[config.mk]
export PLATFORM = sky130hd
export DESIGN_NAME = computie_bus_target
export DESIGN_NICKNAME = d
export VERILOG_FILES = /design/src/rtl/computie_bus_target.sv
export SDC_FILE = /design/constraint.sdc
export NUM_CORES = 1
export LEC_CHECK = 0
export ABC_AREA = 1
export BUFFER_PORTS_ARGS = -buffer_cell sky130_fd_sc_hd__buf_2
export CAP_MARGIN = 20
export CORE_MARGIN = 10
export CORE_UTILIZATION = 49
export DETAILED_ROUTE_END_ITERATION = 10
export GPL_TIMING_DRIVEN = 0
export HOLD_SLACK_MARGIN = 0.06
export PLACE_DENSITY = 0.79
export SLEW_MARGIN = 20
export SYNTH_ARGS = -nofsm -noshare
export SYNTH_HDL_FRONTEND = slang
export SYNTH_SLANG_ARGS = --single-unit
[constraint.sdc]
create_clock -name clk -period 1.9 [get_ports clk]
set_input_delay 0.095 -clock clk [delete_from_list [all_inputs] [get_ports clk]]
set_output_delay 0.095 -clock clk [all_outputs]
set_load 0.005 [all_outputs]
[src/rtl/computie_bus_target.sv]
// computie_bus_target: bridges asynchronous bus strobes to a registered valid/ready device request with wait states and timeout.
module computie_bus_target #(
    parameter int BITWIDTH = 32,
    parameter logic [BITWIDTH-1:0] BASE_ADDR = 32'h0010_0000,
    parameter logic [BITWIDTH-1:0] ADDR_MASK = 32'hFFF0_0000,
    parameter int WAIT_STATES = 0,
    parameter int TIMEOUT = 64
) (
    input  logic                clk,
    input  logic                reset_n,
    input  logic                addr_strobe,
    input  logic                data_strobe,
    input  logic                read_write,
    input  logic [BITWIDTH-1:0] from_bus,
    output logic [BITWIDTH-1:0] to_bus,
    output logic                demux_oe,
    output logic                addr_oe,
    output logic                data_oe,
    output logic                data_dir,
    output logic                send_receive,
    output logic                data_ack_n,
    output logic                bus_err_n,
    output logic                req_valid,
    output logic                req_write,
    output logic [BITWIDTH-1:0] req_addr,
    output logic [BITWIDTH-1:0] req_wdata,
    input  logic                req_ready,
    input  logic [BITWIDTH-1:0] rsp_rdata
);
    localparam int CW = $clog2(TIMEOUT + 1);
    localparam logic [CW-1:0] WS = CW'(WAIT_STATES);
    localparam logic [CW-1:0] TO_LAST = CW'(TIMEOUT - 1);

    typedef enum logic [2:0] {IDLE, ADDR, DECODE, WRITE_WAIT, REQ, ACK, HOLD} state_t;

    state_t state, state_d;
    logic [1:0] as_s, ds_s, rw_s;
    logic as, ds, rw;
    logic [CW-1:0] cnt, cnt_d;
    logic addr_oe_d, data_oe_d, data_dir_d, demux_oe_d, ack_n_d, err_n_d, valid_d, write_d;
    logic [BITWIDTH-1:0] addr_d, wdata_d, to_bus_d;

    assign as = as_s[1];
    assign ds = ds_s[1];
    assign rw = rw_s[1];
    assign send_receive = 1'b0;

    always_comb begin
        state_d = state;
        cnt_d = '0;
        addr_oe_d = 1'b0;
        data_oe_d = 1'b0;
        data_dir_d = 1'b0;
        demux_oe_d = 1'b0;
        ack_n_d = 1'b1;
        err_n_d = 1'b1;
        valid_d = 1'b0;
        write_d = req_write;
        addr_d = req_addr;
        wdata_d = req_wdata;
        to_bus_d = to_bus;
        case (state)
            IDLE: begin
                if (!as) begin
                    state_d = ADDR;
                    addr_oe_d = 1'b1;
                end
            end
            ADDR: begin
                addr_d = from_bus;
                state_d = as ? IDLE : DECODE;
            end
            DECODE: begin
                if (as) state_d = IDLE;
                else if ((req_addr & ADDR_MASK) != BASE_ADDR) state_d = HOLD;
                else if (rw) begin
                    state_d = REQ;
                    valid_d = 1'b1;
                    write_d = 1'b0;
                    data_oe_d = 1'b1;
                    data_dir_d = 1'b1;
                end else begin
                    state_d = WRITE_WAIT;
                    data_oe_d = 1'b1;
                end
            end
            WRITE_WAIT: begin
                if (as) state_d = IDLE;
                else if (!ds) begin
                    state_d = REQ;
                    wdata_d = from_bus;
                    valid_d = 1'b1;
                    write_d = 1'b1;
                end else data_oe_d = 1'b1;
            end
            REQ: begin
                if (as) state_d = IDLE;
                else if (req_ready && cnt >= WS) begin
                    state_d = ACK;
                    ack_n_d = 1'b0;
                    to_bus_d = req_write ? to_bus : rsp_rdata;
                    {demux_oe_d, data_oe_d, data_dir_d} = {3{!req_write}};
                end else if (cnt == TO_LAST) begin
                    state_d = ACK;
                    err_n_d = 1'b0;
                    {demux_oe_d, data_oe_d, data_dir_d} = {3{!req_write}};
                end else begin
                    cnt_d = cnt + CW'(1);
                    valid_d = 1'b1;
                    data_oe_d = !req_write;
                    data_dir_d = !req_write;
                end
            end
            ACK: begin
                if (as) state_d = IDLE;
                else begin
                    ack_n_d = data_ack_n;
                    err_n_d = bus_err_n;
                    demux_oe_d = demux_oe;
                    data_oe_d = data_oe;
                    data_dir_d = data_dir;
                end
            end
            HOLD: state_d = as ? IDLE : HOLD;
            default: state_d = IDLE;
        endcase
    end

    always_ff @(posedge clk or negedge reset_n) begin
        if (!reset_n) begin
            as_s <= 2'b11;
            ds_s <= 2'b11;
            rw_s <= 2'b11;
            state <= IDLE;
            cnt <= '0;
            addr_oe <= 1'b0;
            data_oe <= 1'b0;
            data_dir <= 1'b0;
            demux_oe <= 1'b0;
            data_ack_n <= 1'b1;
            bus_err_n <= 1'b1;
            req_valid <= 1'b0;
            req_write <= 1'b0;
            req_addr <= '0;
            req_wdata <= '0;
            to_bus <= '0;
        end else begin
            as_s <= {as_s[0], addr_strobe};
            ds_s <= {ds_s[0], data_strobe};
            rw_s <= {rw_s[0], read_write};
            state <= state_d;
            cnt <= cnt_d;
            addr_oe <= addr_oe_d;
            data_oe <= data_oe_d;
            data_dir <= data_dir_d;
            demux_oe <= demux_oe_d;
            data_ack_n <= ack_n_d;
            bus_err_n <= err_n_d;
            req_valid <= valid_d;
            req_write <= write_d;
            req_addr <= addr_d;
            req_wdata <= wdata_d;
            to_bus <= to_bus_d;
        end
    end
endmodule

== Word-level counts from Yosys, hierarchy flattened ==
Cells that the tools add are included.

* Bits in registers: 120
* Output and inout port bits: 105
* Bits of input ports: 70

* Reduce and logical (&&, ||, !) cells: 8
* Bitwise gates (word level): 3
* Eq/ne operators: 17
* $add $sub $neg: 1
* Magnitude comparators: 1
* Multiplexer cells: 53

{| class="wikitable"
|+ Operator list
! operator !! number
|-
| $mux W3 || 11
|-
| $mux W1 || 29
|-
| $mux W7 || 4
|-
| $pmux W3 S7 || 1
|-
| $ne A2 B2 Y1 const B || 7
|-
| $ne A12 B1 Y1 const B || 1
|-
| $eq A3 B3 Y1 const B || 3
|-
| $pmux W1 S2 || 4
|-
| $reduce_and A4 Y1 || 2
|-
| $add A7 B1 Y7 const B || 1
|-
| $eq A7 B6 Y1 const B || 1
|-
| $ge A7 B1 Y1 const B || 1
|-
| $eq A3 B2 Y1 const B || 2
|-
| $pmux W1 S3 || 2
|-
| $reduce_and A6 Y1 || 1
|-
| $ne A4 B4 Y1 const B || 1
|-
| $pmux W1 S4 || 1
|-
| $eq A3 B1 Y1 const B || 1
|-
| $logic_not A3 Y1 || 1
|-
| $ne A3 B3 Y1 const B || 1
|-
| $not A1 Y1 || 3
|-
| $reduce_and A3 Y1 || 1
|-
| $mux W2 || 1
|-
| $reduce_bool A2 Y1 || 1
|-
| other kinds (2) || 2
|}

== Logic depth before layout (Yosys ltp) ==
Gate-level depths: netlist of run 1.

* Depth in word-level cells: 5
* Gate-level depth with buffers: 9

== Least setup slack after synthesis of run 1 ==
Ideal clock, no wire load.

* Path kind: reg2reg
* Start: register as_s[1]
* End: register to_bus[12]
* Setup time: 76 ps
* Stages on the path, launching flop included: 8
* Required time: 1824 ps
* Arrival time: 1320 ps
* Period minus slack after synthesis: 1397 ps
* Slack: 503 ps
* Path buffers: 1
* Path through: dfstp_2 -> inv_1 -> nand3_1 -> inv_2 -> nand3_4 -> clkbuf_1 -> nand2_1 -> o21ai_1

* Cells in the longest elaborated chain, start to end: 2

{| class="wikitable"
|+ Ends and longest elaborated chain
! element !! RTL line !! source
|-
| start: declaration || 37 || <nowiki>logic [1:0] as_s, ds_s, rw_s;</nowiki>
|-
| start signal: assignment || 148 || <nowiki>as_s <= {as_s[0], addr_strobe};</nowiki>
|-
| $not A1 Y1 (no line) || - ||
|-
| $reduce_and A4 Y1 (no line) || - ||
|-
| end signal: assignment || 163 || <nowiki>to_bus <= to_bus_d;</nowiki>
|-
| end: declaration || 15 || <nowiki>output logic [BITWIDTH-1:0] to_bus,</nowiki>
|}

Every way passes these cells.
A chain may end at the register's enable or synchronous reset.

== Worst setup path after layout of run 1 ==
* Start: register ds_s[1]
* End: register req_valid

* Cells in the longest elaborated chain, start to end: 3

{| class="wikitable"
|+ Ends and longest elaborated chain
! element !! RTL line !! source
|-
| start: declaration || 37 ||
|-
| start signal: assignment || 149 || <nowiki>ds_s <= {ds_s[0], data_strobe};</nowiki>
|-
| $mux W1 || 89 || <nowiki>else if (!ds) begin</nowiki>
|-
| $mux W1 || 88 || <nowiki>if (as) state_d = IDLE;</nowiki>
|-
| $pmux W1 S3 || 62 || <nowiki>case (state)</nowiki>
|-
| named net valid_d || 40 || <nowiki>logic addr_oe_d, data_oe_d, data_dir_d, demux_oe_d, ack_n_d, err_n_d, valid_d, write_d;</nowiki>
|-
| end signal: assignment || 159 || <nowiki>req_valid <= valid_d;</nowiki>
|-
| end: declaration || 23 || <nowiki>output logic req_valid,</nowiki>
|}

The timed path passes the listed nets, and every way through them passes these cells.

==> run metrics, run 1 <==
Root Driver clkbuf_8; Clk pwr share 29.7%; clock-pin slew of the registers on the worst-case setup and hold paths 0.06 ns; CP delay by family, top flip-flops; Rows 36; Max-Cap Viols 0; Min-Delay Path Class in -> async; Synth Instances 509; WP buf/inv 1; clk sinks 120; EDFF count, synth 0; Overflow after GRT 0; RR Startpoint ds_s[1]; Final nets 842; dominant synthesized flop cell dfrtp_1; vias in the first global route 4,777; minimum clock period 1.679 ns; area leader, netlist dfrtp_1; Avg Inst Size Synth 9.466 um2; Unique masters post-synth 28; endpoints failing setup 0; WL final 14.75 mm; antenna-violating nets left 0; Finished Layout Cells 918; post-synth top area share 58.17%; IO Port Bufs 173; Mapped Area 4818 um2; Worst Setup SP ds_s[1]; critical path capture point type register; detailed placement HPWL 9.938 mm; top-level I/O count 175; Hold Fails Final Rpt 0; Int Power 0.007204 W; Setup CP Type reg -> reg; clk_skew 0.005866 ns; routed vias/inst 4.871; switching share of power 33.23%; share of cells above drive strength 1 32.40%; asr flop ratio synth 100.0%; Peak Freq 595.6 MHz; Slew headroom 57.05%; worst skew pair latency 0.50 ns; number of buffers created by CTS 17; Critical Path Most Common Cell nand2_1; CP required 2.25 ns; slowest CP cell dfstp_2; RSZ-0062 raised after global routing false; core area 9684 um2; first-pass GRT wire length 23.90 mm; Initial DRC Count 244; worst-path fanout max 10; Synth Net Count 580; Least-Margin Pin Slew 0.6443 ns; Syn-to-layout area delta 49.00%; maximum VDD drop 0.0008656 V; crit-path max cell delay 0.53 ns; Pwr Density 1503 nW/um2; Worst setup SP type register; # Post-CTS Setup Buffers 0; Starting Density 49.75%; Switch Pwr 0.003586 W; crit path DAT 2.03 ns; CTS tree built; Remaining DRCs 0; gr usage total 20.91%; Vias 4,472; commonest non-fill, non-tap cells in the layout buf_2 (173), nand2_1 (135), dfrtp_1 (112); ranking of synthesized cells by area dfrtp_1 (58%), nand2_1 (11%), inv_1 (5.9%); crit-path cells nand2_1 > nor3b_2 > nand2_1 > clkbuf_1 > nand3_1; run status finished, final reports clean; final period utilization 88.36%; sequential power share 39.0%; register area share after synthesis 62.53%; DRT Pass-1 Iters 5; Slew Limit Fails 0; Die Width 119.2 um; largest net degree at the start of global routing 63; Clock H-tree levels 4; Die ar. 14,200 um2; Placer Congestion 0.8235; commonest non-fill, non-tap cell in the layout buf_2; Max clock buf depth 2; YS warnings 0; Lkg Pwr 3.871 nW; DR WL/cell 16.07 um; post-synthesis register bit count 120; Chip Height 119.2 um; post-layout util 74.13%; combinational share of power 31.3%; dpl cells 816; initial antenna violation count 1
==> path summary, 6_finish.rpt <==
kind	end	slack [ns]	cells past startpoint
min in group clk	as_s[0]	0.26	2
hold / removal	req_addr[6]	0.15	2
hold reg to reg	rw_s[1]	0.35	0
setup / recovery	req_valid	0.22	5
setup reg to reg	req_valid	0.22	5
max in group asynchronous	as_s[1]	1.01	3
==> sequential cells by signal, indices dropped and copies added, names as in the netlist <==
register	count
req_write	1
bus_err_n	1
rw_s	2
to_bus	32
data_dir	1
req_wdata	32
data_ack_n	1
req_valid	1
as_s	2
data_oe	1
ds_s	2
req_addr	32
cnt	7
demux_oe	1
addr_oe	1
state	3
==> synthesized netlist by cell type (all sizes together) (3+ instances only) <==
| cell | instances |
|---|---|
| nand2 | 135 |
| dfrtp | 112 |
| o21ai | 97 |
| inv | 80 |
| nor2 | 27 |
| nand3 | 14 |
| clkbuf | 12 |
| buf | 8 |
| dfstp | 8 |
| nand4 | 5 |
| nor3 | 3 |
==> power by group through the flow <==
| stage | combinational (W) | sequential (W) | clock (W) |
|---|---|---|---|
| 2_1_floorplan | 0.00145 | 0.00427 | 0 |
| 3_3_place_gp | 0.00314 | 0.00415 | 0 |
| 3_5_place_dp | 0.00326 | 0.00420 | 0 |
| 4_1_cts | 0.00337 | 0.00418 | 0.00323 |
| 5_1_grt | 0.00380 | 0.00434 | 0.00337 |
| 6_report | 0.00338 | 0.00421 | 0.00320 |
==> layer usage <==
layer | part of all wire [%] | up-vias | global-route usage (%)
li1 | - | 2113 | -
met1 | 36 | 2147 | 21.86
met2 | 53 | 160 | 36.38
met3 | 5.4 | 52 | 5.857
met4 | 4.9 | 0 | 13.28
met5 | 0 | - | 0
==> cells by family after synthesis <==
group                    Yosys count  synth area share (%)
flip-flops                       120                 62.53
AO/OA/AOI/OAI                     99                 12.05
AND/OR/NAND/NOR                  186                 15.84
XOR/XNOR                           2                0.3636
adder cells (fa/ha/maj)            1                0.2596
buffers and inverters            100                 8.881
other                              1               0.07783
==> timing repair <==
action	CTS	global route
endpoints found under the setup margin	0	13
resized for setup	0	6
endpoints found under the hold margin	219	0
hold buffers	69	0
==> stage by stage <==
step	total power (W)	setup TNS, ns	setup WS (ns)	hold slack, ns	instance area [um2]
floorplan	0.005724	0	0.5035	-0.2006	4818
global placement	0.007295	-71.36	-0.6448	0.2009	5851
detailed placement	0.007463	0	0.1312	0.1161	5884
CTS	0.01078	0	0.1088	0.1589	7173
global route	0.01150	0	0.09855	0.1889	7179
finish	0.01079	0	0.2211	0.1521	7179
==> cell type report <==
type / count / area (um2)
well taps: 133 / 166.4
plain buffers: 20 / 131.4
diodes: 1 / 2.502
repair buffers: 243 / 1590
multi-input cells: 289 / 1378
fillers: 645 / 2505
clock inverters: 8 / 117.6
clock buffers: 24 / 480.5
inverters: 80 / 300.3
flip-flops and latches: 120 / 3013
(Power assumes the default switching activity.)
==> inputs of run 2 (changes only) <==
--- a/config.mk
+++ b/config.mk
@@ -14,6 +14,7 @@
 export GPL_TIMING_DRIVEN = 0
 export HOLD_SLACK_MARGIN = 0.06
 export PLACE_DENSITY = 0.79
+export RECOVER_POWER = 25
 export SLEW_MARGIN = 20
 export SYNTH_ARGS = -nofsm -noshare
 export SYNTH_HDL_FRONTEND = slang
==> run 2 against run 1 <==
  * The flow now finishes with violations (max-capacitance violations, max-slew violations)
  * Clock skew hardly changed
  * Largest cell class unchanged
  * Clock-buffer cell count stayed put
  * Combinational power hardly changed
  * Critical path depth stayed put
  * Clock power hardly changed
  * Sequential power hardly changed
  * Register-to-register slack hardly changed
==> run metrics, run 2 (synthesized netlist as in run 1, its figures left out) <==
combinational share of power 31.3% (about the same); worst-path fanout max 10 (unchanged); Lkg Pwr 3.869 nW (about the same); failing checks max-capacitance violations, max-slew violations; Peak Freq 594.8 MHz (-0.14%); Hold Path Cell Cnt 2; clk_skew 0.006016 ns (+0.0001493 ns); core area 9684 um2 (unchanged); Vias 4,471 (-0.022%); Hold Fails Final Rpt 0 (unchanged); Chip Height 119.2 um (unchanged); crit path DAT 2.03 ns (about the same); sequential power share 39.0% (about the same); R2R setup slack 0.22 ns (about the same); Setup CP Type reg -> reg; antenna-violating nets left 0 (unchanged); Max clock buf depth 2 (unchanged); Syn-to-layout area delta 48.87% (about the same); critical path capture point type register; commonest non-fill, non-tap cells in the layout buf_2 (173), nand2_1 (135), dfrtp_1 (112); Placer Congestion 0.8235 (unchanged); Least-Margin Pin Slew 1.556 ns (+0.9120 ns); biggest regs req_addr (32), req_wdata (32), to_bus (32); first-pass GRT wire length 23.90 mm (unchanged); number of buffers created by CTS 17 (unchanged); endpoints failing setup 0 (unchanged); Min-Delay Path Class in -> reg; Worst setup SP type register; DRT Pass-1 Iters 7 (+2); Starting Density 49.75% (unchanged); Max-Cap Viols 1 (+1); largest net degree at the start of global routing 63 (unchanged); RSZ-0062 raised after global routing false; clk sinks 120 (unchanged); Initial DRC Count 239 (-2.0%); end of the worst register-to-register path req_valid; Reg2Reg Depth 5 (unchanged); DR WL/cell 16.06 um (about the same); Die Width 119.2 um (unchanged); WHS Endpoint as_s[0]; Clk pwr share 29.7% (about the same); dpl cells 816 (unchanged); final period utilization 88.49% (+0.13 points); Die ar. 14,200 um2 (unchanged); commonest non-fill, non-tap cell in the layout buf_2; Root Driver clkbuf_8; Overflow after GRT 0 (unchanged); Setup WS pre-CTS 0.1312 ns (unchanged); maximum VDD drop 0.0008656 V (about the same); run status finished, violations left; Switch Pwr 0.003587 W (about the same); gr usage total 20.91% (unchanged); Slew headroom -3.749% (-61 points); total power 0.01079 W (about the same); detailed placement HPWL 9.938 mm (unchanged); WL final 14.74 mm (about the same); share of cells above drive strength 1 32.40% (unchanged); Slew Limit Fails 62 (+62); placed cell areas 5884 um2 (unchanged); routed vias/inst 4.870 (about the same); Final Cell Area 7173 um2 (about the same); RR Startpoint ds_s[1]; Rows 36 (unchanged); Pwr Density 1504 nW/um2 (about the same); initial antenna violation count 1 (unchanged); IO Port Bufs 173 (unchanged); final worst setup slack 0.2187 ns (-0.002407 ns); Fillers 646 (+0.16%); CP required 2.25 ns (about the same); Final nets 842 (unchanged); top-level I/O count 175 (unchanged); Int Power 0.007203 W (about the same); worst skew pair latency 0.50 ns (about the same); vias in the first global route 4,777 (unchanged); hold_ws 0.2618 ns (+0.1097 ns); switching share of power 33.25% (about the same); clock-pin slew of the registers on the worst-case setup and hold paths 0.05 ns (about the same); Remaining DRCs 0 (unchanged); hold wc startpoint addr_strobe; CTS tree built; Clock H-tree levels 4 (unchanged); minimum clock period 1.681 ns (+0.002407 ns); Finished Layout Cells 918 (unchanged)
[run 2: critical path, stage by stage, from the launching register on]
cell,delay (ns)
dfstp_2,0.53
nand2_1,0.05
nor3b_2,0.17
nand2_1,0.09
clkbuf_1,0.51
nand3_1,0.18
[run 2: worst max-delay path by stage]
stage	from	endpoint	slack, ns	cells after the start
6_report	ds_s[1]	req_valid	0.22	5
5_1_grt	as_s[1]	to_bus[31]	0.1	6
4_1_cts	as_s[1]	to_bus[2]	0.11	7
3_5_place_dp	as_s[1]	to_bus[2]	0.13	7
3_3_place_gp	reset_n	to_bus[22]	-0.64	1
2_1_floorplan	as_s[1]	to_bus[12]	0.50	7
[run 2: metrics by stage]
| stage | utilization, % | TNS (ns) |
|---|---|---|
| 2_1_floorplan | - | 0 |
| 3_3_place_gp | 60.41 | -71.36 |
| 3_5_place_dp | 60.76 | 0 |
| 4_1_cts | 74.07 | 0 |
| 5_1_grt | 74.07 | 0 |
| 6_report | 74.07 | 0 |
[run 2: final cells by class]
cell class                 count  area (um2)  share of cell area (%)
antenna                        1       2.502                 0.03489
buffer                        20       131.4                   1.832
clock buffer                  24       480.5                   6.698
clock inverter                 8       117.6                   1.640
inverter                      80       300.3                   4.186
multi-input combinational    289        1378                   19.20
sequential                   120        3013                   42.00
tap                          133       166.4                   2.320
timing repair buffer         243        1584                   22.08
[run 2: layer usage]
metal | GRT usage, % | wire length [um] | share of wire, % | vias up
li1 | - | - | - | 2112
met1 | 21.86 | 5356 | 36 | 2137
met2 | 36.38 | 7848 | 53 | 170
met3 | 5.857 | 807 | 5.5 | 52
met4 | 13.28 | 727 | 4.9 | 0
met5 | 0 | 0 | 0 | -
[run 2: what timing repair did]
item,4_1_cts,5_1_grt
gates resized for setup,0,6
hold buffers,69,0
endpoints found under the setup margin,0,13
endpoints found under the hold margin,219,0
buffers inserted,0,0
[run 2: power groups by stage]
stage / Clock, W / Combinational, W / Sequential, W
finish: 0.00320 / 0.00337 / 0.00421
global route: 0.00337 / 0.00379 / 0.00434
CTS: 0.00323 / 0.00337 / 0.00418
detailed placement: 0 / 0.00326 / 0.00420
global placement: 0 / 0.00314 / 0.00415
floorplan: 0 / 0.00145 / 0.00427
==> inputs of run 3 (changes only) <==
--- a/config.mk
+++ b/config.mk
@@ -5,15 +5,14 @@
 export SDC_FILE = /design/constraint.sdc
 export NUM_CORES = 1
 export LEC_CHECK = 0
-export ABC_AREA = 1
 export BUFFER_PORTS_ARGS = -buffer_cell sky130_fd_sc_hd__buf_2
-export CAP_MARGIN = 20
+export CAP_MARGIN = 15
 export CORE_MARGIN = 10
-export CORE_UTILIZATION = 49
+export CORE_UTILIZATION = 50
 export DETAILED_ROUTE_END_ITERATION = 10
 export GPL_TIMING_DRIVEN = 0
 export HOLD_SLACK_MARGIN = 0.06
-export PLACE_DENSITY = 0.79
+export PLACE_DENSITY = 0.8
 export RECOVER_POWER = 25
 export SLEW_MARGIN = 20
 export SYNTH_ARGS = -nofsm -noshare
==> run 3 against run 2 <==
  * The flow now finishes without violations
  * Via count shrank 20%
  * Clock skew increased by 0.0047 ns
  * Die area grew 0.93%
  * First-iteration DRC count decreased by 42%
==> run metrics, run 3 <==
Slew headroom 3.552% (+7.3 points); minimum clock period 1.820 ns (+0.1389 ns); Peak Freq 549.4 MHz (-7.6%); Die Width 119.7 um (+0.47%); R2R setup slack 0.08 ns (-0.14 ns); commonest non-fill, non-tap cells in the layout buf_2 (172), dfrtp_1 (112), dlygate4sd3_1 (69); CP required 2.28 ns (+0.03 ns); clock-pin slew of the registers on the worst-case setup and hold paths 0.06 ns (about the same); worst skew pair latency 0.51 ns (about the same); share of cells above drive strength 1 56.97% (+25 points); setup_tns 0 ns (unchanged); Setup CP Type reg -> reg; endpoints failing setup 0 (unchanged); Syn-to-layout area delta 49.02% (about the same); CTS tree built; ranking of synthesized cells by area dfrtp_1 (56%), mux2_4 (18%), mux2_2 (8.4%); Min-Delay Path Class in -> reg; Final nets 647 (-23%); largest net degree at the start of global routing 65 (+3.2%); YS warnings 0 (unchanged); routed vias/inst 4.971 (+2.1%); run status finished, final reports clean; EDFF count, synth 0 (unchanged); Finished Layout Cells 722 (-21%); detailed placement HPWL 9.140 mm (-8.0%); post-synthesis register bit count 120 (unchanged); Pwr Density 1474 nW/um2 (-2.0%); clk sinks 120 (unchanged); slowest CP cell dfstp_2; Critical Path Most Common Cell buf_6; core area 9729 um2 (+0.47%); Starting Density 51.11% (+1.4 points); initial antenna violation count 1 (unchanged); Crit. path cell count 7 (+2); Initial DRC Count 138 (-42%); maximum VDD drop 0.001082 V (+25%); Slew Limit Fails 0 (-100%); Rows 36 (unchanged); crit-path max cell delay 0.51 ns (-0.02 ns); Clock H-tree levels 4 (unchanged); Die ar. 14,330 um2 (+0.93%); gr usage total 20.44% (-0.47 points); crit-path cells buf_2 > nor2_1 > nand2_2 > or2_1 > buf_6 > buf_6 > mux2_4; Max-Cap Viols 0 (-1); antenna-violating nets left 0 (unchanged); RR Startpoint as_s[1]; asr flop ratio synth 100.0% (unchanged); CP delay by family, top buffers and inverters; crit path DAT 2.20 ns (+0.17 ns); first-pass GRT wire length 23.30 mm (-2.5%); Max clock buf depth 2 (unchanged); Avg Inst Size Synth 15.84 um2 (+67%); Root Driver clkbuf_8; Worst Setup SP as_s[1]; Worst setup endpoint req_wdata[31]; post-synth top area share 56.37% (-1.8 points); dominant synthesized flop cell dfrtp_1; WL final 14.58 mm (-1.1%); Reg2Reg Depth 7 (+2); Chip Height 119.7 um (+0.47%); IO Port Bufs 173 (unchanged); DRT Pass-1 Iters 4 (-3); area leader, netlist dfrtp_1; Least-Margin Pin Slew 1.447 ns (-0.1095 ns); critical path capture point type register; most common cell in the netlist dfrtp_1; biggest regs req_addr (32), req_wdata (32), to_bus (32); # Post-CTS Setup Buffers 0 (unchanged); top-level I/O count 175 (unchanged); Worst setup SP type register; DR WL/cell 20.19 um (+26%); Vias 3,589 (-20%); Lkg Pwr 3.802 nW (-1.7%); Mapped Area 4972 um2 (+3.2%); synth cell count leaders dfrtp_1 (112), mux2_4 (59), mux2_2 (37), nor2_1 (11), nand2_1 (10); dpl cells 621 (-24%); Overflow after GRT 0 (unchanged); Unique masters post-synth 48 (+71%); Placer Congestion 0.7884 (-4.3%); Hold Fails Final Rpt 0 (unchanged); Synth Instances 314 (-38%); register area share after synthesis 60.59% (-1.9 points); Synth Net Count 385 (-34%); number of buffers created by CTS 17 (unchanged); clk_skew 0.01069 ns (+0.004672 ns); commonest non-fill, non-tap cell in the layout buf_2; worst-path fanout max 10 (unchanged); WP buf/inv 3 (+2); end of the worst register-to-register path req_wdata[31]; vias in the first global route 4,177 (-13%); Remaining DRCs 0 (unchanged); final period utilization 95.80% (+7.3 points)
-- run 3: changes by cell type after synthesis, sizes merged, moves of 4 or more --
cell    delta
nand2    -124
mux2      +96
o21ai     -92
inv       -76
nor2      -16
nand3     -11
clkbuf     -9
nand2b     +6
buf        +5
nand4      -4
nor4       +4
-- run 3: layout make-up --
cell class                      instances  area, um2
Fill cell                             585       2320
Antenna cell                            1      2.502
Sequential cell                       120       3013
Clock inverter                         13      221.5
Multi-Input combinational cell        174       1842
Clock buffer                           18      427.9
Buffer                                 16      137.6
Timing Repair Buffer                  243       1584
Inverter                                4      15.01
Tap cell                              133      166.4
-- run 3: stage by stage --
step / instance area [um2] / hold WS, ns / setup WS, ns / util [%] / power (W)
floorplan: 4972 / -0.2006 / 0.1984 / - / 0.005680
global placement: 6005 / 0.2017 / -0.6829 / 61.72 / 0.007024
detailed placement: 6038 / 0.09556 / -0.2007 / 62.06 / 0.007162
CTS: 7371 / -0.1758 / -0.06473 / 75.76 / 0.01086
global route: 7410 / 0.2255 / -0.007966 / 76.16 / 0.01145
finish: 7410 / 0.2403 / 0.07981 / 76.16 / 0.01092
-- run 3: repair_timing --
action | CTS | global route
pin swaps | 0 | 0
setup endpoints to repair | 30 | 63
hold endpoints to repair | 221 | 2
resized for setup | 1 | 11
hold buffers | 68 | 1
-- run 3: how the worst min path moves through the flow --
stage / start / depth (start not counted) / end
global placement: addr_strobe / 1 / as_s[0]
detailed placement: reset_n / 1 / cnt[5]
CTS: from_bus[16] / 2 / req_wdata[16]
global route: read_write / 2 / rw_s[0]
finish: read_write / 2 / rw_s[0]
floorplan: reset_n / 0 / addr_oe
-- run 3: kinds of logic after synthesis --
logic type | after synthesis | share of synthesized area, %
xor gates and xnor gates | 3 | 0.5285
buffers and inverters | 20 | 2.894
muxes | 96 | 26.20
DFF | 120 | 60.59
AOI/OAI and AO/OA | 22 | 3.297
and+or+nand+nor | 51 | 6.166
other | 1 | 0.07542
adders and majority gates | 1 | 0.2516
-- run 3: routing by layer --
layer | global-route usage, % | vias to the layer above | share of wire (%)
li1 | - | 1636 | -
met1 | 22.66 | 1795 | 40
met4 | 8.069 | 0 | 1.8
met2 | 34.59 | 138 | 51
met3 | 8.064 | 20 | 7.9
met5 | 0 | - | 0
-- run 3: power by group --
| group | internal (W) | switching, W |
|---|---|---|
| combinational | 0.00198 | 0.00136 |
| clock | 0.00231 | 0.00119 |
| sequential | 0.00349 | 0.000592 |
-- run 3: worst register-to-register path: stages, from the launching register on --
cell and delay, ns:
dfstp_2 0.51, buf_2 0.19, nor2_1 0.09, nand2_2 0.13
or2_1 0.14, buf_6 0.14, buf_6 0.19, mux2_4 0.33
